File: config.mk
export PLATFORM = sky130hd
export DESIGN_NAME = big_merge
export DESIGN_NICKNAME = d
export VERILOG_FILES = /design/src/rtl/big_merge_pkg.sv /design/src/rtl/rr_arbiter.sv /design/src/rtl/big_merge.sv
export SDC_FILE = /design/constraint.sdc
export NUM_CORES = 1
export LEC_CHECK = 0
export BUFFER_PORTS_ARGS = -buffer_cell sky130_fd_sc_hd__buf_2
export CORE_ASPECT_RATIO = 0.6
export CORE_MARGIN = 2
export CORE_UTILIZATION = 55
export DETAILED_ROUTE_END_ITERATION = 10
export PLACE_DENSITY_LB_ADDON = 0.05
export SETUP_SLACK_MARGIN = 0.02
export SYNTH_ARGS = -nofsm -noshare
export SYNTH_HDL_FRONTEND = slang
export SYNTH_SLANG_ARGS = --single-unit
File: constraint.sdc
create_clock -name clk -period 11.9 [get_ports clk]
set_input_delay 0.595 -clock clk [delete_from_list [all_inputs] [get_ports clk]]
set_output_delay 0.595 -clock clk [all_outputs]
set_load 0.005 [all_outputs]
File: src/rtl/big_merge_pkg.sv
// big_merge_pkg: shared constants and types for the big_merge egress merge.
//   WIDTH_DEFAULT : default data word width
//   NPORT_DEFAULT : number of port requesters (fixed at 4, 2-bit tag)
//   NREQ          : total requesters (4 ports + core)
//   CORE_IDX      : requester index of the core input
//   req_idx_t     : encoded requester index
//   merge_word_t  : contents of the output register (data + routing tags)
package big_merge_pkg;

    localparam int WIDTH_DEFAULT = 11;
    localparam int NPORT_DEFAULT = 4;
    localparam int NREQ          = 5;

    typedef logic [2:0] req_idx_t;

    localparam req_idx_t CORE_IDX = 3'd4;

    typedef struct packed {
        logic [WIDTH_DEFAULT-1:0] data;
        logic [1:0]               port;
        logic                     from_core;
    } merge_word_t;

endpackage

File: src/rtl/rr_arbiter.sv
// rr_arbiter: combinational round-robin arbiter.
// The winner is the first set request found scanning upward from ptr, mod N.
//   req     in  N : request vector
//   ptr     in  3 : index with highest priority this cycle (must be < N)
//   en      in  1 : grant enable; no grant when low
//   gnt     out N : one-hot grant
//   gnt_idx out 3 : encoded grant index (0 when no grant)
module rr_arbiter
    import big_merge_pkg::*;
#(
    parameter int N = NREQ
) (
    input  logic [N-1:0] req,
    input  req_idx_t     ptr,
    input  logic         en,
    output logic [N-1:0] gnt,
    output req_idx_t     gnt_idx
);

    localparam int unsigned NU = N;

    logic found;

    // Outer loop walks the priority offset from ptr; inner loop matches the
    // rotated position against a constant index so every select stays static.
    always_comb begin
        gnt     = '0;
        gnt_idx = '0;
        found   = 1'b0;
        for (int unsigned i = 0; i < NU; i++) begin
            for (int unsigned k = 0; k < NU; k++) begin
                if (en && !found && req[k] && (k == ((32'(ptr) + i) % NU))) begin
                    gnt[k]  = 1'b1;
                    gnt_idx = req_idx_t'(k);
                    found   = 1'b1;
                end
            end
        end
    end

endmodule

File: src/rtl/big_merge.sv
// big_merge: five-input (4 ports + core) registered merge with round-robin
// arbitration into a single one-entry output register.
//   clk, rst_n          : clock (rising edge), async active-low reset
//   in_data/valid/ready : NPORT port inputs, word i at in_data[i*WIDTH +: WIDTH]
//   core_data/valid/ready : core input
//   out_data/out_port/out_from_core/out_valid/out_ready : merged output
// Build option BIG_MERGE_CORE_PRIORITY_EN: core gets strict priority and the
// ports round-robin among themselves (pointer mod 4, untouched on core grants).
// Otherwise all five requesters share one 5-way round robin.
// The output register's data field is sized by WIDTH_DEFAULT, so WIDTH must
// stay at its default.
module big_merge
    import big_merge_pkg::*;
#(
    parameter int WIDTH = WIDTH_DEFAULT,
    parameter int NPORT = NPORT_DEFAULT
) (
    input  logic                   clk,
    input  logic                   rst_n,
    input  logic [NPORT*WIDTH-1:0] in_data,
    input  logic [NPORT-1:0]       in_valid,
    output logic [NPORT-1:0]       in_ready,
    input  logic [WIDTH-1:0]       core_data,
    input  logic                   core_valid,
    output logic                   core_ready,
    output logic [WIDTH-1:0]       out_data,
    output logic [1:0]             out_port,
    output logic                   out_from_core,
    output logic                   out_valid,
    input  logic                   out_ready
);

    merge_word_t      word_q, word_d;
    logic             out_valid_q, out_valid_d;
    req_idx_t         rr_ptr_q, rr_ptr_d;
    req_idx_t         ptr_next;

    logic             load;
    logic             en;
    logic [NREQ-1:0]  gnt;
    req_idx_t         gnt_idx;
    logic [WIDTH-1:0] port_words [NPORT];

    for (genvar g = 0; g < NPORT; g++) begin : g_unpack
        assign port_words[g] = in_data[g*WIDTH +: WIDTH];
    end

    assign load = ~out_valid_q | out_ready;
    // Gating with rst_n keeps every ready low while reset is held, even though
    // the emptied register would otherwise make load true.
    assign en   = load & rst_n;

`ifdef BIG_MERGE_CORE_PRIORITY_EN
    logic [NPORT-1:0] port_gnt;
    req_idx_t         port_idx;
    logic             core_gnt;

    assign core_gnt = en & core_valid;

    rr_arbiter #(.N(NPORT)) u_arb (
        .req     (in_valid),
        .ptr     (rr_ptr_q),
        .en      (en & ~core_valid),
        .gnt     (port_gnt),
        .gnt_idx (port_idx)
    );

    assign gnt      = {core_gnt, port_gnt};
    assign gnt_idx  = core_gnt ? CORE_IDX : port_idx;
    assign ptr_next = core_gnt ? rr_ptr_q
                    : ((port_idx == 3'(NPORT-1)) ? '0 : port_idx + 3'd1);
`else
    rr_arbiter #(.N(NREQ)) u_arb (
        .req     ({core_valid, in_valid}),
        .ptr     (rr_ptr_q),
        .en      (en),
        .gnt     (gnt),
        .gnt_idx (gnt_idx)
    );

    assign ptr_next = (gnt_idx == CORE_IDX) ? '0 : gnt_idx + 3'd1;
`endif

    // Every grant is also a transfer: a requester is only granted while its
    // valid is high, and ready is exactly the grant.
    always_comb begin
        word_d      = word_q;
        out_valid_d = out_valid_q;
        rr_ptr_d    = rr_ptr_q;
        if (load) begin
            if (|gnt) begin
                out_valid_d = 1'b1;
                rr_ptr_d    = ptr_next;
                if (gnt_idx == CORE_IDX) begin
                    word_d.data      = WIDTH_DEFAULT'(core_data);
                    word_d.port      = '0;
                    word_d.from_core = 1'b1;
                end else begin
                    word_d.data      = WIDTH_DEFAULT'(port_words[gnt_idx[1:0]]);
                    word_d.port      = gnt_idx[1:0];
                    word_d.from_core = 1'b0;
                end
            end else begin
                out_valid_d = 1'b0;
            end
        end
    end

    always_ff @(posedge clk or negedge rst_n) begin
        if (!rst_n) begin
            word_q      <= '0;
            out_valid_q <= 1'b0;
            rr_ptr_q    <= '0;
        end else begin
            word_q      <= word_d;
            out_valid_q <= out_valid_d;
            rr_ptr_q    <= rr_ptr_d;
        end
    end

    assign in_ready      = gnt[NPORT-1:0];
    assign core_ready    = gnt[NREQ-1];
    assign out_data      = WIDTH'(word_q.data);
    assign out_port      = word_q.port;
    assign out_from_core = word_q.from_core;
    assign out_valid     = out_valid_q;

endmodule
==> metrics.cfg, run 1 <==
[clocking]
clk_pin_slew_ns=0.07
clock_tree.root_cell=clkbuf_8
cts.sinks=18
cts_hold_buf=0
clk_latency_ns=0.25
h-tree-depth=1
cts_resized=0
cts-buffers-inserted=3
postCtsSetupBuffers=0
cts_tree=done
clockBufferDepth=2

[floorplan]
die_w_um=107
ios=83
core-area_um2=6140
row_count=22
die_area_um2=7060
initial_core_util=0.572
die_h_um=65.9

[drt]
drc_errors=0
via_per_inst=6.68
postRouteWirelength_um=11000
first_iter_violations=384
ant_nets=0
drt_pass1_iterations=5
dr_total_vias=3977
post_drt_wl_per_cell_um=18.5

[yosys]
avgSynthCellArea_um2=7.73
syn_nets=541
synth_cell_types=84
synth_warnings=0
ys_seq_elements=18
yosysSeqAreaShare=0.128
synth.area.mux_share=0.0898
synth_ff_type=dfrtp_1
synth_xor_area_frac=0.0150
ys_async_sr_fraction=1.00
synth_fa_ha_area_frac=0.0855
synth_top_family_by_area=compound AO/OA/AOI/OAI gates
synth-simple-area-share=0.237
synth_edf_count=0
postSynthCellCount=454
syn-cell-area_um2=3510
synth_compound_area_frac=0.377

[worst_setup_path]
crit_path_start=rr_ptr_q[0]$_DFFE_PN0P_
critPathMaxStageDelay_ns=0.93
crit_buf_inv=5
crit_family=compound AO/OA/AOI/OAI gates
r2r_slack_ns=3.87
path_common_cell=ha_1
cp_max_fo=43
worstSetupStartpointType=flip-flop
cp_cell_sequence=buf_4 > inv_1 > ha_1 > clkinv_1 > ha_1 > or3_1 > a21oi_2 > nor2_1 > a211oi_1 > nor4_1 > and3b_1 > nand2_2 > o21ai_1 > or2_1 > clkinv_2 > ha_1 > a21boi_1 > buf_4 > a221o_1 > a21oi_1 > o2bb2ai_1
worst_r2r_startpoint=rr_ptr_q[0]$_DFFE_PN0P_
reg2reg_depth=21
path_class=flip-flop to flip-flop
cp.required_ns=12.03
r2r-end=out_data[5]$_DFFE_PN0P_
critPathSlowestCell=ha_1
cp-end-kind=flip-flop
worst_ep_arrival_time_ns=8.17

[placement]
dpl.hpwl_um=8480
post_dp_cell_area_um2=3880
placement.io_buffers=82
gp_congestion=0.998

[grt]
antenna_found_initial=0
grt_max_degree=44
track_usage=0.307
grt_pass1_wl_um=17400
grt_pass1_vias=3381
grt-ovfl-total=0

[sta]
worst_pin_slew_ns=1.00
final-setup-viol-count=0
min_period_ns=8.03
drv_slew=0
setup_tns_ns=0
final_hold_viol_count=0
period_share=0.675
slew_headroom=0.326
rsz0062_at_grt=no
clock_skew_ns=0.00264
fmax_mhz=124

[cells_and_area]
fillers=547
design_area_um2=3930
layout_common_cells=buf_2, nand2_1, a21oi_1
area_delta_synth_final_pct=11.8
nets=600
drive_gt1_frac=0.250
num_antenna_cells=0
final_common_cell=buf_2

[job]
maxCapViolCount=0

[status]
status=finished, final reports clean

[min_path]
hold_path.class=primary input to asynchronous set/reset pin

-- per-layer routing --
| metal | track usage | part of all wire | vias to the layer above |
|---|---|---|---|
| met5 | 0 | 0 | - |
| met4 | 0.0308 | 0.0081 | 0 |
| met3 | 0.0867 | 0.11 | 18 |
| met2 | 0.434 | 0.41 | 220 |
| met1 | 0.469 | 0.47 | 1870 |
| li1 | - | - | 1869 |
-- synthesized netlist by cell type (5+ instances only) --
| cell type | count | area [um2] |
|---|---|---|
| a21oi_1 | 30 | 150 |
| nand2_1 | 30 | 113 |
| ha_1 | 24 | 300 |
| nor2_1 | 22 | 82.6 |
| dfrtp_1 | 18 | 450 |
| mux2_2 | 17 | 191 |
| o21ai_0 | 17 | 85.1 |
| nand2b_1 | 16 | 100 |
| inv_1 | 15 | 56.3 |
| nor3_1 | 15 | 75.1 |
| o21ai_1 | 13 | 65.1 |
| a221o_1 | 12 | 120 |
| buf_2 | 12 | 60.1 |
| a211oi_1 | 11 | 82.6 |
| clkbuf_1 | 11 | 41.3 |
| nand3_1 | 11 | 55.1 |
| nor2b_1 | 10 | 62.6 |
| o2bb2ai_1 | 10 | 87.6 |
| a31oi_1 | 9 | 56.3 |
| mux2i_1 | 9 | 90.1 |
| a211o_1 | 6 | 52.6 |
| a21o_1 | 6 | 45.0 |
| nand4_1 | 6 | 37.5 |
| o211ai_1 | 6 | 45.0 |
| and3_1 | 5 | 31.3 |
| o21a_1 | 5 | 37.5 |
| o31ai_1 | 5 | 37.5 |
| xnor2_1 | 5 | 43.8 |
-- stage by stage --
step / setup slack, ns / cells / hold slack, ns / utilization
3_3_place_gp: 4.40 / 592 / 0.457 / 0.633
2_1_floorplan: 5.77 / 454 / 0.299 / -
5_1_grt: 3.32 / 595 / 0.339 / 0.639
4_1_cts: 4.07 / 595 / 0.323 / 0.639
6_report: 3.87 / 595 / 0.301 / 0.639
3_5_place_dp: 4.11 / 592 / 0.464 / 0.633
-- flip-flops by register name (all words and copies together) (netlist names) --
register,count
out_valid,1
out_data,11
rr_ptr_q,3
out_from_core,1
out_port,2
-- area by class of cell --
cell class              count  area [um2]  share of cell area
inverters                  19        72.6              0.0185
repair buffers             85         433               0.110
multi-input cells         386        2820               0.719
clock buffers               3        41.3              0.0105
well taps                  84         105              0.0268
flip-flops and latches     18         450               0.115
-- worst max path at each step --
stage               cells past startpoint  slack, ns                 endpoint
floorplan                              28       5.77  out_data[9]$_DFFE_PN0P_
detailed placement                     21       4.11  out_data[6]$_DFFE_PN0P_
global route                           23       3.32  out_data[6]$_DFFE_PN0P_
CTS                                    21       4.07  out_data[6]$_DFFE_PN0P_
global placement                       21       4.40  out_data[6]$_DFFE_PN0P_
finish                                 21       3.87  out_data[5]$_DFFE_PN0P_
-- cell families (layout without fill, tap and decap cells) --
| kind of cell | count (synthesis) | after routing |
|---|---|---|
| AOI/OAI and AO/OA | 178 | 178 |
| and+or+nand+nor | 150 | 150 |
| buffers and inverters | 50 | 107 |
| muxes | 28 | 28 |
| adders and majority gates | 24 | 24 |
| DFF | 18 | 18 |
| xor gates and xnor gates | 6 | 6 |
-- worst register-to-register path: stages (launching register included) --
cell and delay (ns):
dfrtp_1 0.32, buf_4 0.40, inv_1 0.43, ha_1 0.93, clkinv_1 0.53, ha_1 0.41, or3_1 0.58, a21oi_2 0.28
nor2_1 0.12, a211oi_1 0.31, nor4_1 0.11, and3b_1 0.31, nand2_2 0.11, o21ai_1 0.78, or2_1 0.64, clkinv_2 0.39
ha_1 0.31, a21boi_1 0.13, buf_4 0.22, a221o_1 0.29, a21oi_1 0.20, o2bb2ai_1 0.12
Power of run 1 is not shown: default switching activity piles up to over one toggle a cycle in this logic, so the estimate is an artifact.
==> run 2, diff against run 1 <==
Settings changed: ABC_AREA set to 1.
Clock period 11.9 ns to 8.3 ns, I/O delays scaled along.
==> run 2 against run 1 <==
Effect of this change:
- cell count up 28%
- worst hold slack worse by 0.20 ns
- sequential share of layout area up 0.081 points
- maximum frequency up 13%
- core utilization up 0.71 points
- critical endpoint is now out_data[1]$_DFFE_PN0P_
- highest routed layer unchanged
==> metrics.cfg, run 2 <==
[sta]
clock_skew_ns=0.00573  ; +0.00309 ns
slew_headroom=0.368  ; +0.0427
period_share=0.853  ; +0.178
setup_tns_ns=0  ; unchanged
rsz0062_at_grt=no
final_hold_viol_count=0  ; unchanged
drv_slew=0  ; unchanged
min_period_ns=7.08  ; -0.956 ns
fmax_mhz=141  ; +13%
worst_pin_slew_ns=0.947  ; -0.0584 ns
final-setup-viol-count=0  ; unchanged

[yosys]
synth.most_common_cell=nand2_1
ys_top_cells_by_area=nand2_1, nand3_1, dfrtp_1
synth_warnings=0  ; unchanged
ys_async_sr_fraction=1.00  ; unchanged
synth_ff_type=dfrtp_1
avgSynthCellArea_um2=5.63  ; -27%
synth_edf_count=0  ; unchanged
ys_seq_elements=18  ; unchanged
syn-cell-area_um2=3400  ; -3.3%
synth_cell_types=45  ; -46%
postSynthCellCount=603  ; +33%
synth_area_leader_cell=nand2_1
synth_commonest_cells=nand2_1, inv_1, nand3_1
yosysTopAreaCellShare=0.179  ; +0.0508
syn_nets=690  ; +28%
yosysSeqAreaShare=0.133  ; +0.00435

[grt]
grt_max_degree=26  ; -41%
grt_pass1_vias=3639  ; +7.6%
antenna_found_initial=0  ; unchanged
track_usage=0.301  ; -0.00598
grt_pass1_wl_um=16700  ; -3.7%
grt-ovfl-total=0  ; unchanged

[worst_setup_path]
worst_ep_arrival_time_ns=7.28  ; -0.89 ns
cp_max_fo=24  ; -44%
reg2reg_depth=28  ; +33%
cp.required_ns=8.50  ; -3.53 ns
cp-end-kind=flip-flop
worstSetupStartpointType=flip-flop
path_common_cell=nand2_1
path_class=flip-flop to flip-flop
critPathSlowestCell=nor2_2
critPathMaxStageDelay_ns=0.75  ; -0.18 ns

[drt]
via_per_inst=5.29  ; -21%
drc_errors=0  ; unchanged
drt_pass1_iterations=6  ; +1
post_drt_wl_per_cell_um=13.5  ; -27%
first_iter_violations=407  ; +6.0%
dr_total_vias=4019  ; +1.1%
ant_nets=0  ; unchanged
postRouteWirelength_um=10200  ; -6.9%

[floorplan]
die_h_um=64.9  ; -1.5%
initial_core_util=0.563  ; -0.00865
ios=83  ; unchanged
core-area_um2=6030  ; -1.8%
die_w_um=105  ; -1.6%
row_count=22  ; unchanged
die_area_um2=6840  ; -3.1%

[placement]
placement.io_buffers=82  ; unchanged
dpl.hpwl_um=8100  ; -4.6%
gp_congestion=1.08  ; +7.8%

[clocking]
postCtsSetupBuffers=0  ; unchanged
cts_hold_buf=0  ; unchanged
cts.sinks=18  ; unchanged
h-tree-depth=1  ; unchanged
cts_tree=done
clockBufferDepth=2  ; unchanged
clk_pin_slew_ns=0.08  ; about the same
clock_tree.root_cell=clkbuf_8
clk_latency_ns=0.26  ; about the same
cts_resized=0  ; unchanged
cts-buffers-inserted=3  ; unchanged

[cells_and_area]
num_antenna_cells=0  ; unchanged
nets=764  ; +27%
area_delta_synth_final_pct=14.8
layout_common_cells=nand2_1, inv_1, nand3_1
drive_gt1_frac=0.179  ; -0.0715
final_common_cell=nand2_1
fillers=596  ; +9.0%
largest_reg_flops=11  ; unchanged

[status]
status=finished, final reports clean

[job]
maxCapViolCount=0  ; unchanged

[min_path]
hold_path.class=primary input to asynchronous set/reset pin

==> run 2: changes by cell type in the layout (fill, tap and decap cells not counted), sizes merged, moves of 12 or more <==
cell    previous run  this run
a21oi             34        12
nand2             31       169
a221o             12         0
nand3             11        99
mux2              18         0
nand3b             2        14
a211oi            13         0
nor2              23        54
nand2b            16         0
inv               16       127
==> run 2: worst max-delay path: cells and delay by family, from the launching register on <==
family | cells | cell delay [ns]
DFF | 1 | 0.67
and+or+nand+nor | 18 | 3.58
adders and majority gates | 3 | 1.29
AOI/OAI and AO/OA | 3 | 0.48
buffers and inverters | 3 | 0.81
xor gates and xnor gates | 1 | 0.20
==> run 2: final cells by class <==
cell class,instances,area [um2],area share
repair buffers,83,418,0.107
inverters,128,480,0.123
well taps,84,105,0.0270
multi-input cells,443,2390,0.613
clock buffers,4,55.1,0.0141
flip-flops and latches,18,450,0.116
==> run 2: layer usage <==
| layer | vias up | track usage | routed length (um) |
|---|---|---|---|
| li1 | 2044 | - | - |
| met5 | - | 0 | 0 |
| met1 | 1759 | 0.460 | 5030 |
| met3 | 10 | 0.0724 | 1090 |
| met2 | 206 | 0.437 | 4060 |
| met4 | 0 | 0.0267 | 47 |
==> run 2: cell families after synthesis <==
logic type | share of synthesized area
fa+ha+maj | 0.0884
simple gates | 0.515
flops | 0.133
xor+xnor | 0.0232
compound gates | 0.0770
buf+inv | 0.164
==> run 2: final timing paths <==
kind / startpoint / endpoint / slack [ns]
worst max-delay path: rr_ptr_q[0]$_DFFE_PN0P_ / out_data[1]$_DFFE_PN0P_ / 1.22
worst min register to register: out_data[9]$_DFFE_PN0P_ / out_data[9]$_DFFE_PN0P_ / 0.48
max in group asynchronous: rst_n / out_data[0]$_DFFE_PN0P_ / 7.87
min in group clk: out_ready / out_valid$_DFFE_PN0N_ / 0.42
worst max register to register: rr_ptr_q[0]$_DFFE_PN0P_ / out_data[1]$_DFFE_PN0P_ / 1.22
worst min-delay path: rst_n / out_data[9]$_DFFE_PN0P_ / 0.1
==> run 2: through the flow <==
step / util / std cells / setup slack (ns) / area [um2] / hold WS [ns]
finish: 0.647 / 760 / 1.22 / 3900 / 0.0994
detailed placement: 0.637 / 756 / 1.45 / 3840 / 0.390
global placement: 0.637 / 756 / 1.78 / 3840 / 0.402
floorplan: - / 603 / 3.42 / 3400 / 0.119
CTS: 0.647 / 760 / 1.43 / 3900 / 0.108
global route: 0.647 / 760 / 0.557 / 3900 / 0.126
Power of run 2 is left out for the same reason.
